[config.mk]
export PLATFORM = sky130hd
export DESIGN_NAME = mem_ctrl
export DESIGN_NICKNAME = d
export VERILOG_FILES = /design/src/rtl/mem_pkg.sv /design/src/rtl/ws_counter.sv /design/src/rtl/mem_ctrl.sv
export SDC_FILE = /design/constraint.sdc
export NUM_CORES = 1
export LEC_CHECK = 0
export BUFFER_PORTS_ARGS = -buffer_cell sky130_fd_sc_hd__buf_4
export CAP_MARGIN = 20
export CORE_MARGIN = 4
export CORE_UTILIZATION = 35
export DETAILED_ROUTE_END_ITERATION = 12
export HOLD_SLACK_MARGIN = 0.03
export SKIP_LAST_GASP = 1
export SYNTH_ARGS = -nofsm -noshare
export SYNTH_HDL_FRONTEND = slang
export SYNTH_HIERARCHICAL = 1
export SYNTH_SLANG_ARGS = --single-unit
[constraint.sdc]
create_clock -name clk -period 4.58 [get_ports clk]
set_input_delay 0.687 -clock clk [delete_from_list [all_inputs] [get_ports clk]]
set_output_delay 0.687 -clock clk [all_outputs]
set_load 0.02 [all_outputs]
[src/rtl/mem_pkg.sv]
// Shared definitions for the SRAM controller: FSM encoding, default wait count
// and the wait-count load helper.
package mem_pkg;

    typedef enum logic [1:0] {
        ST_IDLE   = 2'd0,
        ST_SETUP  = 2'd1,
        ST_ACCESS = 2'd2,
        ST_HOLD   = 2'd3
    } state_e;

    localparam int WAIT_CYC_DEF = 2;

    // Counter preload for a given ACCESS length; 0 acts as 1, above 15 acts as 15.
    function automatic logic [3:0] wait_load(input int w);
        if (w <= 1)
            return 4'd0;
        else if (w >= 15)
            return 4'd14;
        else
            return 4'(w - 1);
    endfunction

endpackage

[src/rtl/ws_counter.sv]
// 4-bit loadable down-counter with zero flag; paces the ACCESS phase.
module ws_counter (
    input  logic       clk,
    input  logic       rst,
    input  logic       load,
    input  logic [3:0] load_val,
    input  logic       dec,
    output logic       zero
);

    logic [3:0] cnt;

    always_ff @(posedge clk or negedge rst) begin
        if (!rst)
            cnt <= 4'd0;
        else if (load)
            cnt <= load_val;
        else if (dec && cnt != 4'd0)
            cnt <= cnt - 4'd1;
    end

    assign zero = (cnt == 4'd0);

endmodule

[src/rtl/mem_ctrl.sv]
// CPU-to-async-SRAM controller: IDLE/SETUP/ACCESS/HOLD handshake with
// registered strobes, address and data.
module mem_ctrl
    import mem_pkg::*;
#(
    parameter int WAIT_CYC = WAIT_CYC_DEF
) (
    input  logic        clk,
    input  logic        rst,
    input  logic [15:0] addr,
    input  logic [7:0]  din,
    input  logic        read,
    input  logic        write,
    output logic [7:0]  dout,
    output logic        ready,
    output logic        err,
    output logic [15:0] ext_addr,
    output logic [7:0]  ext_wdata,
    input  logic [7:0]  ext_rdata,
    output logic        ext_ce_n,
    output logic        ext_oe_n,
    output logic        ext_we_n
);

    localparam logic [3:0] LOAD_VAL = wait_load(WAIT_CYC);

    state_e state, nxt;
    logic   rd_q;
    logic   cnt_zero;
    logic   req_one, req_both;
    logic   ce_d, oe_d, we_d, rdy_d;

    assign req_one  = read ^ write;
    assign req_both = read & write;

    ws_counter u_ws (
        .clk      (clk),
        .rst      (rst),
        .load     (state == ST_SETUP),
        .load_val (LOAD_VAL),
        .dec      (state == ST_ACCESS),
        .zero     (cnt_zero)
    );

    always_comb begin
        nxt   = state;
        ce_d  = 1'b1;
        oe_d  = 1'b1;
        we_d  = 1'b1;
        rdy_d = 1'b0;
        case (state)
            ST_IDLE:   if (req_one) nxt = ST_SETUP;
            ST_SETUP:  nxt = ST_ACCESS;
            ST_ACCESS: if (cnt_zero) nxt = ST_HOLD;
            ST_HOLD:   if (!read && !write) nxt = ST_IDLE;
            default:   nxt = ST_IDLE;
        endcase
        // Strobes are registered from the next state, so they line up with it.
        ce_d  = !(nxt == ST_SETUP || nxt == ST_ACCESS);
        oe_d  = !(nxt == ST_ACCESS && rd_q);
        we_d  = !(nxt == ST_ACCESS && !rd_q);
        rdy_d = (nxt == ST_HOLD);
    end

    always_ff @(posedge clk or negedge rst) begin
        if (!rst) begin
            state     <= ST_IDLE;
            rd_q      <= 1'b0;
            dout      <= 8'h00;
            ready     <= 1'b0;
            err       <= 1'b0;
            ext_addr  <= 16'h0000;
            ext_wdata <= 8'h00;
            ext_ce_n  <= 1'b1;
            ext_oe_n  <= 1'b1;
            ext_we_n  <= 1'b1;
        end else begin
            state    <= nxt;
            ready    <= rdy_d;
            ext_ce_n <= ce_d;
            ext_oe_n <= oe_d;
            ext_we_n <= we_d;
            if (state == ST_IDLE && req_one) begin
                ext_addr <= addr;
                rd_q     <= read;
                if (write)
                    ext_wdata <= din;
            end
            if (state == ST_IDLE && req_both)
                err <= 1'b1;
            if (state == ST_ACCESS && cnt_zero && rd_q)
                dout <= ext_rdata;
        end
    end

endmodule

Word-level counts from Yosys, hierarchy flattened:

Cells that the tools add are included.

* flip-flop bits (word level): 44
* output and inout port bits: 37
* word-level logic and storage cells: 46

* add/subtract/negate cells: 1
* equal/unequal tests: 6
* multiplexer cells: 6
* bitwise operators: 2
* reductions and logical operators: 20

Operator list (count)
* equality test 2 bit (second input constant): 4
* logical AND 1 bit: 8
* 2-to-1 mux 4 bit: 2
* one-hot mux 2 bit (4 select lines): 1
* zero test 1 bit: 6
* 2-to-1 mux 2 bit: 3
* equality test 2 x 1 -> 1 bit (second input constant): 2
* zero test 4 bit: 1
* nonzero test 4 bit: 1
* subtractor 4 x 1 -> 4 bit (second input constant): 1
* zero test 2 bit: 1
* AND reduction 2 bit: 1
* nonzero test 2 bit: 1
* bitwise AND 1 bit: 1
* logical OR 1 bit: 1
* bitwise XOR 1 bit: 1

Logic depth before layout (Yosys ltp):

Gate-level depths: netlist of run 1.

* word-level depth: 7
* depth in mapped cells: 8
* gate-level depth less buffers: 8

Hierarchy:

Netlist of run 1, hierarchy kept.

Modules (own cells, without submodules)
* mem_ctrl: times used 1, cells an instance 99, area an instance 1615.3 µm², sequential area each 1004.7 µm²
* ws_counter: times used 1, cells an instance 27, area an instance 270.3 µm², sequential area each 100.1 µm²

Least setup slack after synthesis of run 1:

OpenSTA, ideal clock, no wires.

* path kind: input port to flip-flop
* start: in read
* end: reg ready
* library setup time: 0.122 ns
* arrival time: 1.764 ns
* slack: 2.695 ns
* stages on the path: 7
* path buffers: 2
* cell sequence: inv_1 -> ha_1 -> and2_4 -> buf_6 -> buf_12 -> a21o_2 -> ha_1

* word-level cells in the longest chain between the ends: 5
* elaborated cells between the ends (all ways): 7
* classes of those cells: 1 x eq/ne; 3 x mux; 1 x bitwise; 2 x reduce/logical

Ends and longest elaborated chain
* start, declared: line mem_ctrl.sv:12 `input logic read,`
* zero test 1 bit: line mem_ctrl.sv:55 `ST_HOLD: if (!read && !write) nxt = ST_IDLE;`
* logical AND 1 bit: line mem_ctrl.sv:55
* 2-to-1 mux 2 bit: line mem_ctrl.sv:55
* one-hot mux 2 bit (4 select lines) (*): line mem_ctrl.sv:51 `case (state)`
* named net nxt[0]: line mem_ctrl.sv:27 `state_e state, nxt;`
* equality test 2 bit (*): line mem_ctrl.sv:62 `rdy_d = (nxt == ST_HOLD);`
* named net rdy_d: line mem_ctrl.sv:31 `logic ce_d, oe_d, we_d, rdy_d;`
* end signal, assigned: line mem_ctrl.sv:79 `ready <= rdy_d;`
* end, declared: line mem_ctrl.sv:15 `output logic ready,`

The timed path passes the listed nets; every way through them passes the cells marked *.
A chain may end at the register's enable or synchronous reset.

Worst setup path in the final report of run 1:

* start: reg u_ws.cnt[0]
* end: reg dout[6]

* word-level cells in the longest chain between the ends: 3

Ends and longest elaborated chain
* start, declared: line ws_counter.sv:11 `logic [3:0] cnt;`
* start signal, assigned: line ws_counter.sv:17 `cnt <= load_val;`
* start signal, assigned: line ws_counter.sv:19 `cnt <= cnt - 4'd1;`
* zero test 4 bit: line ws_counter.sv:22 `assign zero = (cnt == 4'd0);`
* named net cnt_zero: line mem_ctrl.sv:29 `logic cnt_zero;`
* logical AND 1 bit (2 in series): line mem_ctrl.sv:91 `if (state == ST_ACCESS && cnt_zero && rd_q)`
* end signal, assigned: line mem_ctrl.sv:92 `dout <= ext_rdata;`
* end, declared: line mem_ctrl.sv:14 `output logic [7:0] dout,`

The timed path passes the listed nets, and every way through them passes these cells.

==> flow_metrics.py, run 1 <==
metrics = {
    "outcome": {
        "status": "finished clean",
    },
    "logic_synthesis": {
        "synth-seq-area-share_pct": 58.6,
        "syn-instance-count": 126,
        "synth_cell_type_count": 33,
        "syn_area_um2": 1890,
        "synth_warnings": 6,
        "ys_ff_latch": 44,
        "syn_avg_cell_area_um2": 15.0,
    },
    "critical_path": {
        "end_kind": "flip-flop",
        "critPathLaunch": "u_ws/cnt[0]$_DFFE_PN0P_",
        "r2r_start": "u_ws/cnt[0]$_DFFE_PN0P_",
        "cp.required_ns": 4.76,
        "start_kind": "flip-flop",
        "path_class": "flip-flop to flip-flop",
        "crit_fanout": 8,
        "cp.arrival_ns": 2.00,
    },
    "placement": {
        "dp_hpwl_mm": 2.91,
        "place_ws_ns": 2.63,
        "port_buffers": 72,
        "gp_congestion": 0.725,
    },
    "grt": {
        "grt_pass1_wl_mm": 6.55,
        "antenna_found_initial": 0,
        "grt_max_degree": 45,
        "met2_usage_pct": 20.4,
        "use_met1_pct": 15.5,
        "grt_busiest_layer": "met2",
        "overflow": 0,
        "met3_usage_pct": 4.77,
        "grt_pass1_vias": 1423,
        "track_usage_pct": 12.7,
    },
    "hold_path": {
        "min_path_type": "input port to async pin",
    },
    "cells_and_area": {
        "area_delta_synth_final_pct": 36.2,
        "antennaDiodeCount": 0,
        "layout.nets": 244,
        "drive_gt1_share_pct": 62.3,
    },
    "floorplanning": {
        "die_w_um": 81.4,
        "fp.coreArea_um2": 5170,
        "dieArea_um2": 6630,
        "start_util_pct": 36.5,
        "die_y_um": 81.4,
        "pin_count": 73,
        "row_count": 26,
    },
    "pwr": {
        "finalPower_w": 0.00185,
        "peakVddDrop_v": 0.000292,
        "powerDensity_nw_per_um2": 719,
        "leakage_nw": 1.24,
    },
    "route": {
        "viasPerCell": 4.57,
        "drc": 0,
        "num_vias": 1252,
        "drtAntennaViolNets": 0,
        "drt-initial-drc-count": 59,
        "routed_wl_mm": 3.85,
        "dr.pass1.iters": 3,
        "wl_per_cell_um": 14.0,
    },
    "timing": {
        "setup_tns_ns": 0,
        "hold_viol_final": 0,
        "hold_ws_ns": 0.378,
        "max_freq_mhz": 550,
        "max_slew.worst_pin.slew_ns": 0.554,
        "slew_headroom_pct": 63.1,
        "finalClockSkew_ns": 0.00326,
        "drv_slew": 0,
        "setup_viol_count_final": 0,
        "fin_crit_ns": 1.82,
        "fin_crit_sh_pct": 39.7,
        "rsz0062_at_grt": "no",
        "layout_setup_ws_ns": 2.76,
    },
    "clock_tree": {
        "numCtsBuffers": 5,
        "cts_max_path_buffers": 2,
        "clkLatencyLatePin_ns": 0.29,
        "cts_setup_buffers": 0,
        "cts_max_level": 2,
        "clk_pin_slew_ns": 0.08,
        "ctsResizeCount": 0,
        "cts_root_buf": "clkbuf_8",
        "holdBufCountCts": 0,
        "cts_tree": "built",
        "cts.sinks": 44,
    },
    "job": {
        "max-cap-violations": 0,
    },
}
==> cells in the mapped netlist <==
master	instances	share of area, %
a21o_2	2	0.93
a21oi_1	2	0.53
a221o_1	1	0.53
and2_4	1	0.46
and2b_2	2	0.93
and3_2	2	0.80
and4b_1	1	0.53
buf_12	1	1.1
buf_2	1	0.27
buf_6	2	1.2
conb_1	2	0.40
dfrtp_1	41	54
dfstp_2	3	4.2
ha_1	5	3.3
inv_1	6	1.2
mux2_2	25	15
mux2_4	8	6.4
mux2i_1	1	0.53
nand2_1	4	0.80
nand2b_1	1	0.33
nand3_2	1	0.53
nor2_1	1	0.20
nor2_2	1	0.33
nor3_1	2	0.53
nor3b_1	1	0.40
nor3b_2	1	0.66
nor4b_2	1	0.80
o211ai_2	1	0.66
o21a_1	1	0.40
o21ai_0	2	0.53
o31a_1	1	0.46
or2b_1	1	0.40
or4_1	1	0.40
==> report_power, final <==
part / internal (W) / switching, W / total (W)
clock: 0.000123 / 0.000132 / 0.000254
sequential: 0.000590 / 0.000116 / 0.000706
combinational: 0.000456 / 0.000430 / 0.000886
total: 0.00117 / 0.000678 / 0.00185
==> layout make-up <==
cell class | instances | area, um^2
Tap cell | 70 | 87.6
Clock inverter | 1 | 7.51
Clock buffer | 7 | 86.3
Inverter | 6 | 22.5
Timing Repair Buffer | 72 | 541
Fill cell | 470 | 2610
Multi-Input combinational cell | 74 | 718
Sequential cell | 44 | 1100
==> logic make-up (layout without fill, tap and decap cells) <==
kind of cell    Yosys count  in the layout  share of synthesized area [%]
compound gates           10             10                           4.05
fa+ha+maj                 5              5                           3.32
buf+inv                  10             86                           3.72
flops                    44             44                           58.6
mux                      34             34                           21.8
other cells               2              4                          0.398
simple gates             21             21                           8.10
==> flip-flops by register name, summed over array words and instances (netlist names) <==
signal and count:
ext_ce_n 1, rd_q 1, err 1, state 2, u_ws/cnt 4, ready 1, ext_oe_n 1, dout 8
ext_we_n 1, ext_wdata 8, ext_addr 16
==> layout by cell type (no fill, tap or decap), drive strengths merged, types with 2 or more instances in the layout <==
cell | synthesis | routed
buf | 4 | 72
dfrtp | 41 | 41
mux2 | 33 | 33
clkbuf | 0 | 7
inv | 6 | 6
ha | 5 | 5
nand2 | 4 | 4
conb | 2 | 4
dfstp | 3 | 3
and2b | 2 | 2
a21o | 2 | 2
and3 | 2 | 2
a21oi | 2 | 2
nor3 | 2 | 2
o21ai | 2 | 2
nor2 | 2 | 2
nor3b | 2 | 2
==> metal layers <==
layer,wire [um],share of wire (%),vias to the layer above
met4,50,1.3,0
met5,0,0,-
met3,399,10,6
li1,-,-,584
met1,1570,41,605
met2,1830,48,57
==> worst paths after layout <==
path                                           end  slack (ns)  cells past startpoint
min                            dout[2]$_DFFE_PN0P_        0.38                      1
min in group clk                   err$_DFFE_PN0P_        0.48                      1
max reg2reg                    dout[6]$_DFFE_PN0P_        2.76                      5
max                            dout[6]$_DFFE_PN0P_        2.76                      5
max in group asynchronous  ext_addr[5]$_DFFE_PN0P_        3.82                      1
min reg2reg                        err$_DFFE_PN0P_        0.48                      1
==> critical path, cell delays in order (launching register included) <==
cell	delay [ns]
dfrtp_1	0.42
inv_1	0.08
ha_1	0.20
nor3b_2	0.37
nand3_2	0.28
mux2_2	0.34
==> stage by stage <==
| stage | cell area [um^2] | utilization, % | instances |
|---|---|---|---|
| after floorplan | 1890 | - | 128 |
| after global placement | 2470 | 47.8 | 266 |
| after detailed placement | 2470 | 47.8 | 266 |
| after CTS | 2570 | 49.6 | 274 |
| after global routing | 2570 | 49.6 | 274 |
| final | 2570 | 49.6 | 274 |
No activity file was read; power rests on OpenSTA's default activity.
==> run 2: changes to the inputs <==
Clock period 4.58 ns to 1.8 ns, I/O delays scaled along.
==> flow_metrics.py, run 2 (same netlist as run 1, synthesis figures left out) <==
metrics = {
    "outcome": {
        "status": "finished clean",
    },
    "critical_path": {
        "critPathLaunch": "u_ws/cnt[0]$_DFFE_PN0P_",
        "start_kind": "flip-flop",
        "r2r_slack_ns": 0.05,
        "crit_fanout": 5,
        "end_kind": "flip-flop",
        "critPathMaxStageDelay_ns": 0.43,
        "cp.arrival_ns": 1.98,
        "crit_chain": "inv_1, ha_1, nor3b_4, inv_1, mux2i_1, a21oi_1, ha_1",
        "crit_buf_inv": 2,
        "reg2regPathDepth": 7,
        "cp_top_family": "adder cells",
        "cp_slowest_cell": "dfrtp_1",
        "r2r_start": "u_ws/cnt[0]$_DFFE_PN0P_",
        "cp_num_cells": 7,
        "cp.required_ns": 2.03,
        "path_class": "flip-flop to flip-flop",
    },
    "route": {
        "viasPerCell": 4.49,
        "dr.pass1.iters": 4,
        "drt-initial-drc-count": 47,
        "drtAntennaViolNets": 0,
        "wl_per_cell_um": 14.3,
        "drc": 0,
        "routed_wl_mm": 3.98,
        "num_vias": 1254,
    },
    "pwr": {
        "powerDensity_nw_per_um2": 1870,
        "finalPower_w": 0.00492,
        "leakage_nw": 1.28,
        "peakVddDrop_v": 0.000850,
    },
    "floorplanning": {
        "die_w_um": 81.4,
        "row_count": 26,
        "pin_count": 73,
        "dieArea_um2": 6630,
        "start_util_pct": 36.5,
        "die_y_um": 81.4,
        "fp.coreArea_um2": 5170,
    },
    "timing": {
        "fin_crit_ns": 1.75,
        "fin_crit_sh_pct": 97.5,
        "setup_viol_count_final": 0,
        "slew_headroom_pct": 63.5,
        "hold_viol_final": 0,
        "finalClockSkew_ns": 0.00553,
        "layout_setup_ws_ns": 0.0456,
        "max_slew.worst_pin.slew_ns": 0.547,
        "max_freq_mhz": 570,
        "drv_slew": 0,
    },
    "clock_tree": {
        "cts_max_path_buffers": 2,
        "clk_pin_slew_ns": 0.09,
        "numCtsBuffers": 5,
        "cts.sinks": 44,
        "cts_max_level": 2,
        "clkLatencyLatePin_ns": 0.29,
        "cts_tree": "built",
        "cts_root_buf": "clkbuf_8",
    },
    "grt": {
        "grt_pass1_vias": 1353,
        "grt_max_degree": 45,
        "grt_pass1_wl_mm": 6.22,
        "overflow": 0,
        "track_usage_pct": 12.3,
        "antenna_found_initial": 0,
    },
    "placement": {
        "port_buffers": 72,
        "place_ws_ns": 0.000745,
        "gp_congestion": 0.743,
        "dp_hpwl_mm": 2.93,
        "dp_cells": 266,
        "dpl_cell_area_um2": 2470,
    },
    "cells_and_area": {
        "layout.nets": 249,
        "mostFrequentLayoutCells": "buf_4, dfrtp_1, mux2_2",
        "antennaDiodeCount": 0,
        "instances_no_fill": 279,
        "drive_gt1_share_pct": 63.2,
        "fillerInstances": 441,
        "final_area_um2": 2640,
        "largest_reg_flops": 16,
        "area_delta_synth_final_pct": 39.7,
        "largestRegisters": "ext_addr x16, dout x8, ext_wdata x8",
        "largest_register": "ext_addr",
        "final_common_cell": "buf_4",
    },
    "hold_path": {
        "min_path_type": "input port to flip-flop",
        "hold_depth": 2,
        "hp-start": "addr[11]",
    },
    "job": {
        "max-cap-violations": 0,
    },
}
[run 2: changes by cell type in the layout (fill, tap and decap cells not counted)]
cell / before / now
nor3b_4: 0 / 1
clkbuf_1: 1 / 0
nor3b_2: 1 / 0
inv_6: 0 / 1
buf_4: 72 / 76
clkbuf_8: 6 / 5
dlygate4sd3_1: 0 / 1
bufinv_16: 0 / 1
[run 2: path summary, 6_finish.rpt]
path	end
worst max-delay path	ext_ce_n$_DFF_PN1_
max in group asynchronous	rd_q$_DFFE_PN0P_
worst max register to register	ext_ce_n$_DFF_PN1_
worst min register to register	err$_DFFE_PN0P_
min in group asynchronous	dout[0]$_DFFE_PN0P_
worst min-delay path	ext_addr[11]$_DFFE_PN0P_
[run 2: per-stage QoR]
step	hold slack (ns)	TNS, ns	util, %
finish	0.199	0	50.9
global route	0.179	-0.157	50.9
CTS	0.187	0	50.2
detailed placement	0.302	0	47.8
global placement	0.288	0	47.8
floorplan	-0.0256	0	-
[run 2: layout make-up]
type	instances	area, um^2	area share (%)
well taps	70	87.6	3.32
inverters	6	22.5	0.855
clock inverters	3	46.3	1.76
repair buffers	77	581	22.0
multi-input cells	74	724	27.5
clock buffers	5	68.8	2.61
flip-flops and latches	44	1100	41.9
[run 2: per-layer routing]
metal  part of all wire, %  up-vias  global-route usage [%]
met1                    40      602                    14.2
met5                     0        -                       0
met2                    50       56                    20.9
li1                      -      594                       -
met4                  0.43        0                    3.55
met3                   9.5        2                    4.77
[run 2: repair_timing]
action                                  in CTS  in global routing
endpoints found under the setup margin       0                 12
buffers inserted                             0                  4
gates resized for setup                      0                  1
hold buffers                                 1                  0
hold endpoints to repair                    41                  0
[run 2: report_power, final]
part | internal (W) | switching [W] | leakage [nW]
clock | 0.000418 | 0.000351 | 0.0548
combinational | 0.00123 | 0.00112 | 0.700
sequential | 0.00150 | 0.000305 | 0.523
==> run 3: changes to the inputs <==
Settings changed: CTS_BUF_LIST set to sky130_fd_sc_hd__clkbuf_8.
Clock period 1.8 ns to 2.09 ns, I/O delays scaled along.
==> flow_metrics.py, run 3 (same netlist as run 1, synthesis figures left out) <==
metrics = {
    "cells_and_area": {
        "mostFrequentLayoutCells": "buf_4, dfrtp_1, mux2_2",
        "area_delta_synth_final_pct": 37.8,
        "largestRegisters": "ext_addr x16, dout x8, ext_wdata x8",
        "largest_reg_flops": 16,
        "final_area_um2": 2600,
        "fin_util_pct": 50.2,
        "drive_gt1_share_pct": 62.4,
        "layout.nets": 245,
        "antennaDiodeCount": 0,
        "largest_register": "ext_addr",
        "final_common_cell": "buf_4",
    },
    "floorplanning": {
        "start_util_pct": 36.5,
        "pin_count": 73,
        "dieArea_um2": 6630,
        "fp.coreArea_um2": 5170,
        "die_w_um": 81.4,
        "die_y_um": 81.4,
        "row_count": 26,
    },
    "clock_tree": {
        "clk_pin_slew_ns": 0.09,
        "clkLatencyLatePin_ns": 0.29,
        "cts_max_path_buffers": 2,
        "cts_root_buf": "clkbuf_8",
        "cts_max_level": 2,
        "numCtsBuffers": 5,
        "cts.sinks": 44,
        "cts_setup_buffers": 0,
        "cts_tree": "built",
    },
    "timing": {
        "rsz0062_at_grt": "no",
        "fin_crit_ns": 1.76,
        "finalClockSkew_ns": 0.00570,
        "slew_headroom_pct": 63.3,
        "max_freq_mhz": 568,
        "setup_tns_ns": 0,
        "drv_slew": 0,
        "fin_crit_sh_pct": 84.2,
        "setup_viol_count_final": 0,
        "max_slew.worst_pin.slew_ns": 0.551,
        "hold_viol_final": 0,
        "layout_setup_ws_ns": 0.329,
    },
    "placement": {
        "place_ws_ns": 0.310,
        "gp_congestion": 0.730,
        "port_buffers": 72,
        "dpl_cell_area_um2": 2470,
        "dp_hpwl_mm": 2.96,
    },
    "critical_path": {
        "cp_top_family": "adder cells",
        "end_kind": "flip-flop",
        "crit_fanout": 6,
        "start_kind": "flip-flop",
        "crit_chain": "inv_1, ha_1, nor3b_2, inv_1, mux2i_1, a21oi_1, ha_1",
        "cp.required_ns": 2.32,
        "crit_buf_inv": 2,
        "cp.arrival_ns": 1.99,
        "path_class": "flip-flop to flip-flop",
        "critPathMaxStageDelay_ns": 0.42,
        "cp_slowest_cell": "dfrtp_1",
    },
    "route": {
        "wl_per_cell_um": 14.2,
        "drt-initial-drc-count": 53,
        "dr.pass1.iters": 4,
        "routed_wl_mm": 3.91,
        "drtAntennaViolNets": 0,
        "viasPerCell": 4.59,
        "drc": 0,
        "num_vias": 1263,
    },
    "outcome": {
        "status": "finished clean",
    },
    "pwr": {
        "p_int_w": 0.00265,
        "pwr-share-clk_pct": 15.9,
        "sequentialPowerShare_pct": 37.4,
        "leakage_nw": 1.26,
        "power_frac_comb_pct": 46.7,
        "power.share.switching_pct": 36.1,
        "powerDensity_nw_per_um2": 1600,
        "finalPower_w": 0.00415,
        "peakVddDrop_v": 0.000765,
        "p_sw_w": 0.00150,
    },
    "grt": {
        "overflow": 0,
        "grt_pass1_vias": 1373,
        "grt_pass1_wl_mm": 6.38,
        "antenna_found_initial": 0,
        "grt_max_degree": 45,
        "track_usage_pct": 12.6,
    },
    "hold_path": {
        "min_path_type": "input port to flip-flop",
    },
    "job": {
        "max-cap-violations": 0,
    },
}
[run 3: cell types whose count changed in the layout (fill, tap and decap cells not counted)]
| cell | change |
|---|---|
| buf_4 | -4 |
| nor3b_4 | -1 |
| nor3b_2 | +1 |
[run 3: final cells by class]
cell class,instances,area (um^2)
fillers,453,2570
flip-flops and latches,44,1100
multi-input cells,74,718
repair buffers,73,551
well taps,70,87.6
clock buffers,5,68.8
clock inverters,3,46.3
inverters,6,22.5
[run 3: power by group through the flow]
stage                     combinational [W]  sequential, W  clock [W]
after detailed placement            0.00196        0.00157          0
final                               0.00194        0.00155   0.000660
after global routing                0.00209        0.00161   0.000738
after CTS                           0.00197        0.00156   0.000690
after global placement              0.00191        0.00155          0
after floorplan                    0.000763        0.00198          0
[run 3: path summary, 6_finish.rpt]
check / startpoint / end / slack, ns / depth (start not counted)
setup / recovery: u_ws/cnt[0]$_DFFE_PN0P_ / ext_ce_n$_DFF_PN1_ / 0.33 / 7
hold / removal: addr[11] / ext_addr[11]$_DFFE_PN0P_ / 0.24 / 2
max in group asynchronous: rst / rd_q$_DFFE_PN0P_ / 1.16 / 2
setup reg to reg: u_ws/cnt[0]$_DFFE_PN0P_ / ext_ce_n$_DFF_PN1_ / 0.33 / 7
min in group asynchronous: rst / dout[0]$_DFFE_PN0P_ / 0.56 / 2
hold reg to reg: err$_DFFE_PN0P_ / err$_DFFE_PN0P_ / 0.48 / 1
[run 3: stage by stage]
stage | hold WS, ns | std cells
6_report | 0.242 | 275
5_1_grt | 0.216 | 275
4_1_cts | 0.227 | 275
3_5_place_dp | 0.346 | 266
3_3_place_gp | 0.332 | 266
2_1_floorplan | 0.0179 | 128
[run 3: what timing repair did]
item	CTS	global route
hold endpoints to repair	41	0
gates resized for setup	0	0
hold buffers	1	0
[run 3: per-layer routing]
layer	part of all wire (%)	wire length, um	GRT usage (%)	vias up
li1	-	-	-	587
met1	40	1560	15.0	617
met2	49	1910	21.0	57
met3	11	423	4.88	2
met4	0.44	17	4.05	0
met5	0	0	0	-
